===== src/rtl/mem_stage_if.sv =====
// Memory-bus bundle between mem_stage (master) and a data memory (slave).
//
// Handshake: the master raises mem_req and holds mem_addr, mem_we, mem_wdata
// and mem_be stable until the slave answers with mem_ack. A transfer completes
// in the cycle mem_req && mem_ack are both high. mem_rdata is only meaningful
// in that cycle. mem_ack seen while mem_req is low carries no meaning.
interface mem_stage_if;
    logic        mem_req;
    logic        mem_we;
    logic [31:0] mem_addr;
    logic [31:0] mem_wdata;
    logic [3:0]  mem_be;
    logic        mem_ack;
    logic [31:0] mem_rdata;

    modport master (
        output mem_req, mem_we, mem_addr, mem_wdata, mem_be,
        input  mem_ack, mem_rdata
    );

    modport slave (
        input  mem_req, mem_we, mem_addr, mem_wdata, mem_be,
        output mem_ack, mem_rdata
    );
endinterface


===== src/rtl/mem_stage.sv =====
// Pipeline memory stage: issues one load/store at a time on the memory bus,
// aligns load data, passes non-memory results through, and reports
// misaligned/illegal accesses and bus timeouts as single-cycle result pulses.
module mem_stage #(
    parameter int unsigned TIMEOUT = 16
) (
    input  logic               clk,
    input  logic               rst,
    input  logic               ex_mem_valid_inst,
    input  logic               ex_mem_rd_mem,
    input  logic               ex_mem_wr_mem,
    input  logic [2:0]         ex_mem_funct3,
    input  logic [31:0]        ex_mem_alu_result,
    input  logic [31:0]        ex_mem_rega,
    mem_stage_if.master        mem_bus,
    output logic               mem_busy,
    output logic [31:0]        mem_result_out,
    output logic               mem_valid_out,
    output logic               mem_misaligned_out,
    output logic               mem_timeout_out,
    output logic               dbg_state_o
);

    localparam int unsigned     CNT_W    = (TIMEOUT > 1) ? $clog2(TIMEOUT) : 1;
    localparam logic [CNT_W-1:0] CNT_LAST = CNT_W'(TIMEOUT - 1);

    typedef enum logic {
        S_IDLE   = 1'b0,
        S_ACCESS = 1'b1
    } state_t;

    state_t             state_q, state_d;
    logic [31:0]        addr_q, addr_d;
    logic               we_q, we_d;
    logic [31:0]        wdata_q, wdata_d;
    logic [3:0]         be_q, be_d;
    logic [2:0]         funct3_q, funct3_d;
    logic [1:0]         lane_q, lane_d;
    logic [CNT_W-1:0]   cnt_q, cnt_d;
    logic [31:0]        result_q, result_d;
    logic               valid_q, valid_d;
    logic               misaligned_q, misaligned_d;
    logic               timeout_q, timeout_d;

    logic               mem_op;
    logic               f3_legal;
    logic               addr_ok;
    logic               start;
    logic [3:0]         be_new;
    logic [31:0]        wdata_new;
    logic [7:0]         lane_byte;
    logic [15:0]        lane_half;
    logic [31:0]        load_data;

    assign mem_op = ex_mem_rd_mem | ex_mem_wr_mem;
    assign start  = (state_q == S_IDLE) & ex_mem_valid_inst & mem_op & f3_legal & addr_ok;

    // Decode access size: legality, alignment, byte enables and replicated store data.
    always_comb begin
        f3_legal  = 1'b1;
        addr_ok   = 1'b1;
        be_new    = 4'b1111;
        wdata_new = ex_mem_rega;
        case (ex_mem_funct3)
            3'b000, 3'b100: addr_ok = 1'b1;
            3'b001, 3'b101: addr_ok = ~ex_mem_alu_result[0];
            3'b010:         addr_ok = (ex_mem_alu_result[1:0] == 2'b00);
            default:        f3_legal = 1'b0;
        endcase
        case (ex_mem_funct3[1:0])
            2'b00: begin
                be_new    = 4'b0001 << ex_mem_alu_result[1:0];
                wdata_new = {4{ex_mem_rega[7:0]}};
            end
            2'b01: begin
                be_new    = 4'b0011 << {ex_mem_alu_result[1], 1'b0};
                wdata_new = {2{ex_mem_rega[15:0]}};
            end
            default: begin
                be_new    = 4'b1111;
                wdata_new = ex_mem_rega;
            end
        endcase
    end

    // Pick the addressed lane out of the returned word and extend it.
    always_comb begin
        lane_byte = 8'h00;
        case (lane_q)
            2'd0:    lane_byte = mem_bus.mem_rdata[7:0];
            2'd1:    lane_byte = mem_bus.mem_rdata[15:8];
            2'd2:    lane_byte = mem_bus.mem_rdata[23:16];
            default: lane_byte = mem_bus.mem_rdata[31:24];
        endcase
        lane_half = lane_q[1] ? mem_bus.mem_rdata[31:16] : mem_bus.mem_rdata[15:0];
        case (funct3_q)
            3'b000:  load_data = {{24{lane_byte[7]}}, lane_byte};
            3'b100:  load_data = {24'h000000, lane_byte};
            3'b001:  load_data = {{16{lane_half[15]}}, lane_half};
            3'b101:  load_data = {16'h0000, lane_half};
            default: load_data = mem_bus.mem_rdata;
        endcase
    end

    // Next-state and result logic; pulses default low, datapath defaults to hold.
    always_comb begin
        state_d      = state_q;
        addr_d       = addr_q;
        we_d         = we_q;
        wdata_d      = wdata_q;
        be_d         = be_q;
        funct3_d     = funct3_q;
        lane_d       = lane_q;
        cnt_d        = cnt_q;
        result_d     = result_q;
        valid_d      = 1'b0;
        misaligned_d = 1'b0;
        timeout_d    = 1'b0;
        case (state_q)
            S_IDLE: begin
                if (start) begin
                    // Store wins when both rd and wr are set.
                    state_d  = S_ACCESS;
                    addr_d   = {ex_mem_alu_result[31:2], 2'b00};
                    we_d     = ex_mem_wr_mem;
                    wdata_d  = wdata_new;
                    be_d     = be_new;
                    funct3_d = ex_mem_funct3;
                    lane_d   = ex_mem_alu_result[1:0];
                    cnt_d    = '0;
                end else if (ex_mem_valid_inst && mem_op) begin
                    valid_d      = 1'b1;
                    misaligned_d = 1'b1;
                    result_d     = 32'h0000_0000;
                end else if (ex_mem_valid_inst) begin
                    valid_d  = 1'b1;
                    result_d = ex_mem_alu_result;
                end
            end
            S_ACCESS: begin
                if (mem_bus.mem_ack) begin
                    state_d  = S_IDLE;
                    valid_d  = 1'b1;
                    result_d = we_q ? 32'h0000_0000 : load_data;
                end else if (cnt_q == CNT_LAST) begin
                    state_d   = S_IDLE;
                    valid_d   = 1'b1;
                    timeout_d = 1'b1;
                    result_d  = 32'hBAAD_BEEF;
                end else begin
                    cnt_d = cnt_q + 1'b1;
                end
            end
            default: state_d = S_IDLE;
        endcase
    end

    // State and datapath registers; reset clears everything, aborting any access.
    always_ff @(posedge clk or negedge rst) begin
        if (!rst) begin
            state_q      <= S_IDLE;
            addr_q       <= 32'h0000_0000;
            we_q         <= 1'b0;
            wdata_q      <= 32'h0000_0000;
            be_q         <= 4'b0000;
            funct3_q     <= 3'b000;
            lane_q       <= 2'b00;
            cnt_q        <= '0;
            result_q     <= 32'h0000_0000;
            valid_q      <= 1'b0;
            misaligned_q <= 1'b0;
            timeout_q    <= 1'b0;
        end else begin
            state_q      <= state_d;
            addr_q       <= addr_d;
            we_q         <= we_d;
            wdata_q      <= wdata_d;
            be_q         <= be_d;
            funct3_q     <= funct3_d;
            lane_q       <= lane_d;
            cnt_q        <= cnt_d;
            result_q     <= result_d;
            valid_q      <= valid_d;
            misaligned_q <= misaligned_d;
            timeout_q    <= timeout_d;
        end
    end

    assign mem_bus.mem_req   = (state_q == S_ACCESS);
    assign mem_bus.mem_we    = we_q;
    assign mem_bus.mem_addr  = addr_q;
    assign mem_bus.mem_wdata = wdata_q;
    assign mem_bus.mem_be    = be_q;

    assign mem_busy           = start | ((state_q == S_ACCESS) & ~mem_bus.mem_ack);
    assign mem_result_out     = result_q;
    assign mem_valid_out      = valid_q;
    assign mem_misaligned_out = misaligned_q;
    assign mem_timeout_out    = timeout_q;
    assign dbg_state_o        = (state_q == S_ACCESS);

endmodule


===== src/flat_wrapper.sv =====
// flat-port wrapper written by rule: the top's interface ports become plain ports
module mem_stage_flat 
#(
    parameter int unsigned TIMEOUT = 16
)
  (clk, rst, ex_mem_valid_inst, ex_mem_rd_mem, ex_mem_wr_mem, ex_mem_funct3, ex_mem_alu_result, ex_mem_rega, mem_busy, mem_result_out, mem_valid_out, mem_misaligned_out, mem_timeout_out, dbg_state_o, mem_bus_mem_req, mem_bus_mem_we, mem_bus_mem_addr, mem_bus_mem_wdata, mem_bus_mem_be, mem_bus_mem_ack, mem_bus_mem_rdata);
  mem_stage_if mem_bus_i ();
  input  logic clk;
  input  logic rst;
  input  logic ex_mem_valid_inst;
  input  logic ex_mem_rd_mem;
  input  logic ex_mem_wr_mem;
  input  logic [2:0] ex_mem_funct3;
  input  logic [31:0] ex_mem_alu_result;
  input  logic [31:0] ex_mem_rega;
  output logic mem_busy;
  output logic [31:0] mem_result_out;
  output logic mem_valid_out;
  output logic mem_misaligned_out;
  output logic mem_timeout_out;
  output logic dbg_state_o;
  output wire logic [$bits(mem_bus_i.mem_req)-1:0] mem_bus_mem_req;
  output wire logic [$bits(mem_bus_i.mem_we)-1:0] mem_bus_mem_we;
  output wire logic [$bits(mem_bus_i.mem_addr)-1:0] mem_bus_mem_addr;
  output wire logic [$bits(mem_bus_i.mem_wdata)-1:0] mem_bus_mem_wdata;
  output wire logic [$bits(mem_bus_i.mem_be)-1:0] mem_bus_mem_be;
  input wire logic [$bits(mem_bus_i.mem_ack)-1:0] mem_bus_mem_ack;
  input wire logic [$bits(mem_bus_i.mem_rdata)-1:0] mem_bus_mem_rdata;
  assign mem_bus_mem_req = mem_bus_i.mem_req;
  assign mem_bus_mem_we = mem_bus_i.mem_we;
  assign mem_bus_mem_addr = mem_bus_i.mem_addr;
  assign mem_bus_mem_wdata = mem_bus_i.mem_wdata;
  assign mem_bus_mem_be = mem_bus_i.mem_be;
  assign mem_bus_i.mem_ack = mem_bus_mem_ack;
  assign mem_bus_i.mem_rdata = mem_bus_mem_rdata;
  mem_stage #(.TIMEOUT(TIMEOUT)) u_core (.clk(clk), .rst(rst), .ex_mem_valid_inst(ex_mem_valid_inst), .ex_mem_rd_mem(ex_mem_rd_mem), .ex_mem_wr_mem(ex_mem_wr_mem), .ex_mem_funct3(ex_mem_funct3), .ex_mem_alu_result(ex_mem_alu_result), .ex_mem_rega(ex_mem_rega), .mem_bus(mem_bus_i), .mem_busy(mem_busy), .mem_result_out(mem_result_out), .mem_valid_out(mem_valid_out), .mem_misaligned_out(mem_misaligned_out), .mem_timeout_out(mem_timeout_out), .dbg_state_o(dbg_state_o));
endmodule

===== config.mk =====
export PLATFORM = sky130hd
export DESIGN_NAME = mem_stage_flat
export DESIGN_NICKNAME = d
export VERILOG_FILES = /design/src/rtl/mem_stage_if.sv /design/src/rtl/mem_stage.sv /design/src/flat_wrapper.sv
export SDC_FILE = /design/constraint.sdc
export NUM_CORES = 1
export LEC_CHECK = 0
export ABC_CLOCK_PERIOD_IN_PS = 5600
export CORE_ASPECT_RATIO = 1.75
export CORE_MARGIN = 3
export CORE_UTILIZATION = 29
export DETAILED_ROUTE_END_ITERATION = 10
export PLACE_DENSITY_LB_ADDON = 0.25
export SLEW_MARGIN = 20
export SYNTH_ARGS = -nofsm -noshare
export SYNTH_HDL_FRONTEND = slang
export SYNTH_SLANG_ARGS = --single-unit

===== constraint.sdc =====
create_clock -name clk -period 5.6 [get_ports clk]
set_clock_uncertainty 0.15 [all_clocks]
set_input_delay 0.56 -clock clk [delete_from_list [all_inputs] [get_ports clk]]
set_output_delay 0.56 -clock clk [all_outputs]
set_load 0.02 [all_outputs]

==> results.ini, run 1 <==
[route]
firstDrtPassIters=4
drc=0
wl_per_cell_um=19.1
drt-initial-drc-count=238
wirelength_mm=20.7
final_antenna_net_count=0
vias=5331
vias_per_cell=4.91

[worst_setup_path]
crit_path_start_kind=input port
worst_r2r_path_depth=4
cpMaxStageDelayCell=clkdlybuf4s50_1
startpoint=ex_mem_funct3[0]
rr_startpoint=u_core.lane_q[1]
crit_chain=clkdlybuf4s50_1, buf_4, or4_4, a211o_2, nand2_1, clkdlybuf4s50_1
cp-end-kind=output pin
critical_path_arrival_ns=2.78
cp_common_cell=clkdlybuf4s50_1
critPathMaxStageDelay_ns=0.66
worstSetupPathType=input port to output pin
critical_path_required_ns=4.89
cp_max_fo=15

[timing]
min_period_ns=3.49
rsz0062_at_grt=false
timing.setup.tns_ns=0
hold_viol=0
tightestPinTransition_ns=0.949
slew_headroom=0.367
fin_crit_sh=0.624
setup-violations-final=0
fmax_mhz=286
slew_violations=0

[pwr]
static-leakage-power_nw=3.63
vdd_drop_max_mv=0.174
powerDensity_mw_per_mm2=382

[status]
status=finished clean

[floorplan]
num_io_pins=212
die_area_mm2=0.0213
die_w_um=112
start_util=0.295
rows=67
die_height_um=191
design.core.area_mm2=0.0192

[logic_synthesis]
yosys_warnings=0
async_flop_share=1.00
syn_inst=656
syn_area_mm2=0.00566
ys_seq_area_frac=0.495
synth-seq-cells=112
synth_cell_types=46
synth_ff_type=dfrtp_1
synth_edf_count=0
synth.avg_cell_area_um2=8.63

[global_route]
antenna_found_initial=2
grt_pass1_vias=5541
grt_max_degree=94
grt_pass1_wl_mm=32.5
grt_usage=0.198
overflow=0

[job]
drv_cap=0

[layout]
final_common_cell=clkdlybuf4s50_1
final_cell_count_no_fill=1085
finalNetCount=943
fillCellCount=1940
drive_above_1_share=0.0439
syn_to_final_growth_pct=46.1
final_cell_mix=clkdlybuf4s50_1 (208), nand2_1 (183), dfrtp_1 (112)

[clock_tree]
post_cts_resized=0
post_cts_buffers=0
cts_made_buffers=9
clock_latency_ns=0.37
cts.sinks=112
cts-htree-levels=3
clk_pin_slew_ns=0.08
clockBufferDepth=2
root_buffer=clkbuf_16
cts_tree=yes
holdBufCountCts=0

[place]
portBuffers=209
routabilityCongestion=0.797
dpl.hpwl_mm=15.1
placedCellCount=1067

[hold_path]
min_path_type=input port to async pin

power by group:
| part | switching (mW) | leakage, nW | total [mW] | internal (mW) |
|---|---|---|---|---|
| logic | 0.688 | 2.08 | 1.27 | 0.580 |
| registers | 0.148 | 1.39 | 1.16 | 1.01 |
| clock network | 0.331 | 0.162 | 0.730 | 0.399 |
| total | 1.17 | 3.63 | 3.16 | 1.99 |
flip-flops by register name, summed over array words and instances, names as in the netlist:
signal	flops
u_core.mem_bus.mem_addr	30
u_core.cnt_q	4
u_core.mem_timeout_out	1
u_core.mem_bus.mem_we	1
u_core.mem_misaligned_out	1
u_core.mem_bus.mem_be	4
u_core.mem_bus.mem_wdata	32
u_core.mem_valid_out	1
u_core.funct3_q	3
u_core.dbg_state_o	1
u_core.mem_result_out	32
u_core.lane_q	2
logic make-up (layout without fill, tap and decap cells):
logic type,after synthesis,count (layout),synth area share
compound gates,155,155,0.173
xor+xnor,1,1,0.00155
fa+ha+maj,1,1,0.00221
buf+inv,66,251,0.0475
flops,112,112,0.495
mux,35,35,0.0646
other cells,1,4,0.000663
simple gates,285,285,0.216
metal layers:
metal | track usage | wire (um)
met4 | 0.0735 | 585
met2 | 0.358 | 11000
met5 | 0 | 13
met3 | 0.0530 | 1210
met1 | 0.222 | 7920
layout make-up:
type | count | area (um2) | share of cell area
well taps | 241 | 302 | 0.0365
multi-input cells | 479 | 2600 | 0.314
repair buffers | 221 | 2180 | 0.264
clock buffers | 9 | 225 | 0.0272
clock inverters | 7 | 103 | 0.0124
diodes | 2 | 5.00 | 0.000605
flip-flops and latches | 112 | 2800 | 0.339
inverters | 14 | 52.6 | 0.00636
worst paths after layout:
check | end | slack (ns)
min reg2reg | u_core.mem_bus.mem_addr[5] | 0.33
min in group clk | u_core.mem_bus.mem_addr[5] | 0.33
max in group asynchronous | u_core.mem_bus.mem_addr[28] | 3.95
min | u_core.mem_bus.mem_addr[16] | 0.18
max reg2reg | u_core.mem_result_out[15] | 2.93
max | mem_busy | 2.11
critical path, delay by kind of cell:
family	cells	cell delay (ns)
AND/OR/NAND/NOR	2	0.59
AO/OA/AOI/OAI	1	0.36
buffers and inverters	3	1.27
cells in the mapped netlist, types with 2 or more instances:
master | number | share of area
dfrtp_1 | 112 | 0.50
o31ai_1 | 2 | 0.0027
a22o_1 | 6 | 0.0093
clkbuf_1 | 39 | 0.026
mux2_2 | 2 | 0.0040
nor3b_1 | 3 | 0.0040
nand3_1 | 16 | 0.014
a221oi_1 | 9 | 0.014
o211a_1 | 2 | 0.0035
a22oi_1 | 3 | 0.0040
o221ai_1 | 6 | 0.0093
a211oi_1 | 3 | 0.0040
buf_4 | 3 | 0.0040
nand3b_1 | 2 | 0.0027
mux2i_1 | 32 | 0.057
o21ai_0 | 36 | 0.032
inv_1 | 13 | 0.0086
a21oi_1 | 51 | 0.045
a31oi_1 | 4 | 0.0044
and2_1 | 2 | 0.0022
o211ai_1 | 14 | 0.019
nor2b_1 | 13 | 0.014
o22ai_1 | 9 | 0.0099
o21bai_1 | 2 | 0.0027
nor3_1 | 19 | 0.017
o2111ai_1 | 2 | 0.0031
nand2b_1 | 12 | 0.013
nand2_1 | 183 | 0.12
buf_2 | 8 | 0.0071
o311ai_0 | 2 | 0.0031
nor2_1 | 30 | 0.020
buf_1 | 2 | 0.0013
stage by stage:
step	utilization	total power [mW]	hold WS [ns]	setup slack, ns	instance area [um2]
after floorplan	-	1.80	0.114	2.79	5660
after global placement	0.413	2.45	0.308	2.10	7940
after detailed placement	0.413	2.46	0.312	2.10	7940
after CTS	0.430	3.20	0.228	2.09	8260
after global routing	0.431	3.35	0.261	2.05	8270
final	0.431	3.16	0.177	2.11	8270
(Power assumes the default switching activity.)
==> inputs of run 2 (changes only) <==
--- a/config.mk
+++ b/config.mk
@@ -5,7 +5,7 @@
 export SDC_FILE = /design/constraint.sdc
 export NUM_CORES = 1
 export LEC_CHECK = 0
-export ABC_CLOCK_PERIOD_IN_PS = 5600
+export ABC_CLOCK_PERIOD_IN_PS = 3420
 export CORE_ASPECT_RATIO = 1.75
 export CORE_MARGIN = 3
 export CORE_UTILIZATION = 29
==> constraint.sdc (replaced) <==
create_clock -name clk -period 3.42 [get_ports clk]
set_clock_uncertainty 0.15 [all_clocks]
set_input_delay 0.342 -clock clk [delete_from_list [all_inputs] [get_ports clk]]
set_output_delay 0.342 -clock clk [all_outputs]
set_load 0.02 [all_outputs]
==> run 2 against run 1 <==
Compared with the run above:
- register-to-register slack got worse by 1.9 ns
- die area stayed put
- sequential share of layout area shrank 0.13 points
- sequential cell count unchanged
- routed wire length down 0.63%
- clock power grew 49%
- critical endpoint unchanged
==> results.ini, run 2 (same netlist as run 1, synthesis figures left out) <==
[status]
status=finished clean

[route]
drc=0  ; unchanged
wirelength_mm=20.6  ; -0.63%
vias_per_cell=4.92  ; +0.21%
final_antenna_net_count=0  ; unchanged
firstDrtPassIters=5  ; +1
vias=5362  ; +0.58%
drt-initial-drc-count=279  ; +17%
wl_met2_mm=10.8  ; -1.7%
wl_met3_mm=1.12  ; -7.8%
wl_per_cell_um=18.9  ; -1.0%
wl_met1_mm=8.04  ; +1.4%
top_layer=met5

[layout]
final_cell_mix=clkdlybuf4s50_1 (207), nand2_1 (183), dfrtp_1 (112)
drive_above_1_share=0.0496  ; +0.00564
final_common_cell=clkdlybuf4s50_1
syn_to_final_growth_pct=46.7
utilization=0.432  ; +0.00170
finalNetCount=948  ; +0.53%
seqCellArea_mm2=0.00280  ; unchanged
multi_input_comb_area_mm2=0.00260  ; unchanged
fillCellCount=1876  ; -3.3%

[pwr]
combPwrFrac=0.411  ; +0.010
vdd_drop_max_mv=0.233  ; +34%
p_seq_frac=0.375  ; +0.007
powerDensity_mw_per_mm2=612  ; +60%
power_switching_mw=1.93  ; +65%
switching_share=0.379  ; +0.00972
static-leakage-power_nw=3.64  ; +0.45%
clkPwrFrac=0.214  ; -0.017
internal_power_mw=3.16  ; +58%

[timing]
rsz0062_at_grt=false
slew_violations=0  ; unchanged
hold_viol=0  ; unchanged
min_period_ns=2.56
slew_headroom=0.369  ; +0.00211
tightestPinTransition_ns=0.942  ; -0.00665 ns
timing.setup.tns_ns=0  ; unchanged
setup-violations-final=0  ; unchanged
fin_crit_sh=0.750
fmax_mhz=390

[floorplan]
die_area_mm2=0.0213  ; unchanged
die_height_um=191  ; unchanged
rows=67  ; unchanged
design.core.area_mm2=0.0192  ; unchanged
die_w_um=112  ; unchanged
start_util=0.295  ; unchanged
num_io_pins=212  ; unchanged

[worst_setup_path]
cp_max_fo=7  ; -8
critPathBufInv=2  ; -1
critical_path_required_ns=2.93  ; -1.96 ns
worstSetupPathType=input port to output pin
cp-end-kind=output pin
crit_path_start_kind=input port
crit_chain=clkdlybuf4s50_1, or4_4, a211o_2, nand2_1, buf_12
critical_path_arrival_ns=2.07  ; -0.71 ns
critPathMaxStageDelay_ns=0.60  ; -0.06 ns
crit_family=simple AND/OR/NAND/NOR gates
cpMaxStageDelayCell=or4_4

[clock_tree]
cts_tree=yes
cts.sinks=112  ; unchanged
cts_made_buffers=9  ; unchanged
cts-htree-levels=3  ; unchanged
clock_latency_ns=0.37  ; about the same
post_cts_buffers=0  ; unchanged
clk_pin_slew_ns=0.07  ; about the same
clockBufferDepth=2  ; unchanged
root_buffer=clkbuf_16

[place]
dpl.hpwl_mm=15.3  ; +1.5%
routabilityCongestion=0.824  ; +3.4%
portBuffers=209  ; unchanged

[global_route]
grt_usage=0.194  ; -0.00369
grt_pass1_wl_mm=31.8  ; -2.4%
antenna_found_initial=2  ; unchanged
grt_pass1_vias=5343  ; -3.6%
grt_max_degree=94  ; unchanged
overflow=0  ; unchanged

[hold_path]
min_path_type=flip-flop to flip-flop

[job]
drv_cap=0  ; unchanged

-- run 2: final cells by class --
cell class / instances / share of cell area
sequential: 112 / 0.338
antenna: 1 / 0.000301
inverter: 14 / 0.00633
clock buffer: 10 / 0.0288
clock inverter: 6 / 0.00739
multi-input combinational: 479 / 0.313
tap: 241 / 0.0363
timing repair buffer: 226 / 0.270
-- run 2: worst paths after layout --
path | startpoint | to | slack (ns) | cells after the start
hold / removal | u_core.mem_bus.mem_addr[16] | u_core.mem_bus.mem_addr[16] | 0.33 | 2
hold reg to reg | u_core.mem_bus.mem_addr[16] | u_core.mem_bus.mem_addr[16] | 0.33 | 2
max in group asynchronous | rst | u_core.mem_bus.mem_addr[25] | 1.90 | 3
min in group asynchronous | rst | u_core.mem_result_out[12] | 0.43 | 2
setup / recovery | ex_mem_alu_result[1] | mem_busy | 0.86 | 5
setup reg to reg | u_core.funct3_q[1] | u_core.mem_result_out[4] | 1.00 | 5
-- run 2: repair_timing --
item / 4_1_cts / 5_1_grt
setup endpoints to repair: 0 / 0
hold endpoints to repair: 52 / 0
hold buffers: 1 / 0
resized for setup: 0 / 0
-- run 2: through the flow --
step / power (mW) / cell area [um2] / setup WS (ns) / hold WS, ns / cells
CTS: 5.15 / 8300 / 0.841 / 0.330 / 1088
detailed placement: 4.04 / 7990 / 0.530 / 0.307 / 1071
floorplan: 2.95 / 5660 / 1.05 / -0.104 / 657
finish: 5.08 / 8300 / 0.856 / 0.326 / 1089
global placement: 4.02 / 7990 / 0.554 / 0.306 / 1071
global route: 5.38 / 8300 / 0.771 / 0.346 / 1089
-- run 2: layer usage --
| metal | track usage | vias to the layer above |
|---|---|---|
| met3 | 0.0457 | 27 |
| met4 | 0.0726 | 2 |
| met1 | 0.226 | 2546 |
| li1 | - | 2625 |
| met5 | 0 | - |
| met2 | 0.346 | 162 |
-- run 2: worst min-delay path, stage by stage, from the launching register on --
cell	delay, ns
dfrtp_1	0.34
nand2_1	0.05
nand2_1	0.05
-- run 2: power groups by stage --
stage / clock network [mW] / registers, mW / logic, mW
after detailed placement: 0 / 1.93 / 2.11
after floorplan: 0 / 2.25 / 0.697
after global placement: 0 / 1.93 / 2.09
final: 1.09 / 1.91 / 2.09
after CTS: 1.12 / 1.91 / 2.12
after global routing: 1.17 / 1.96 / 2.25
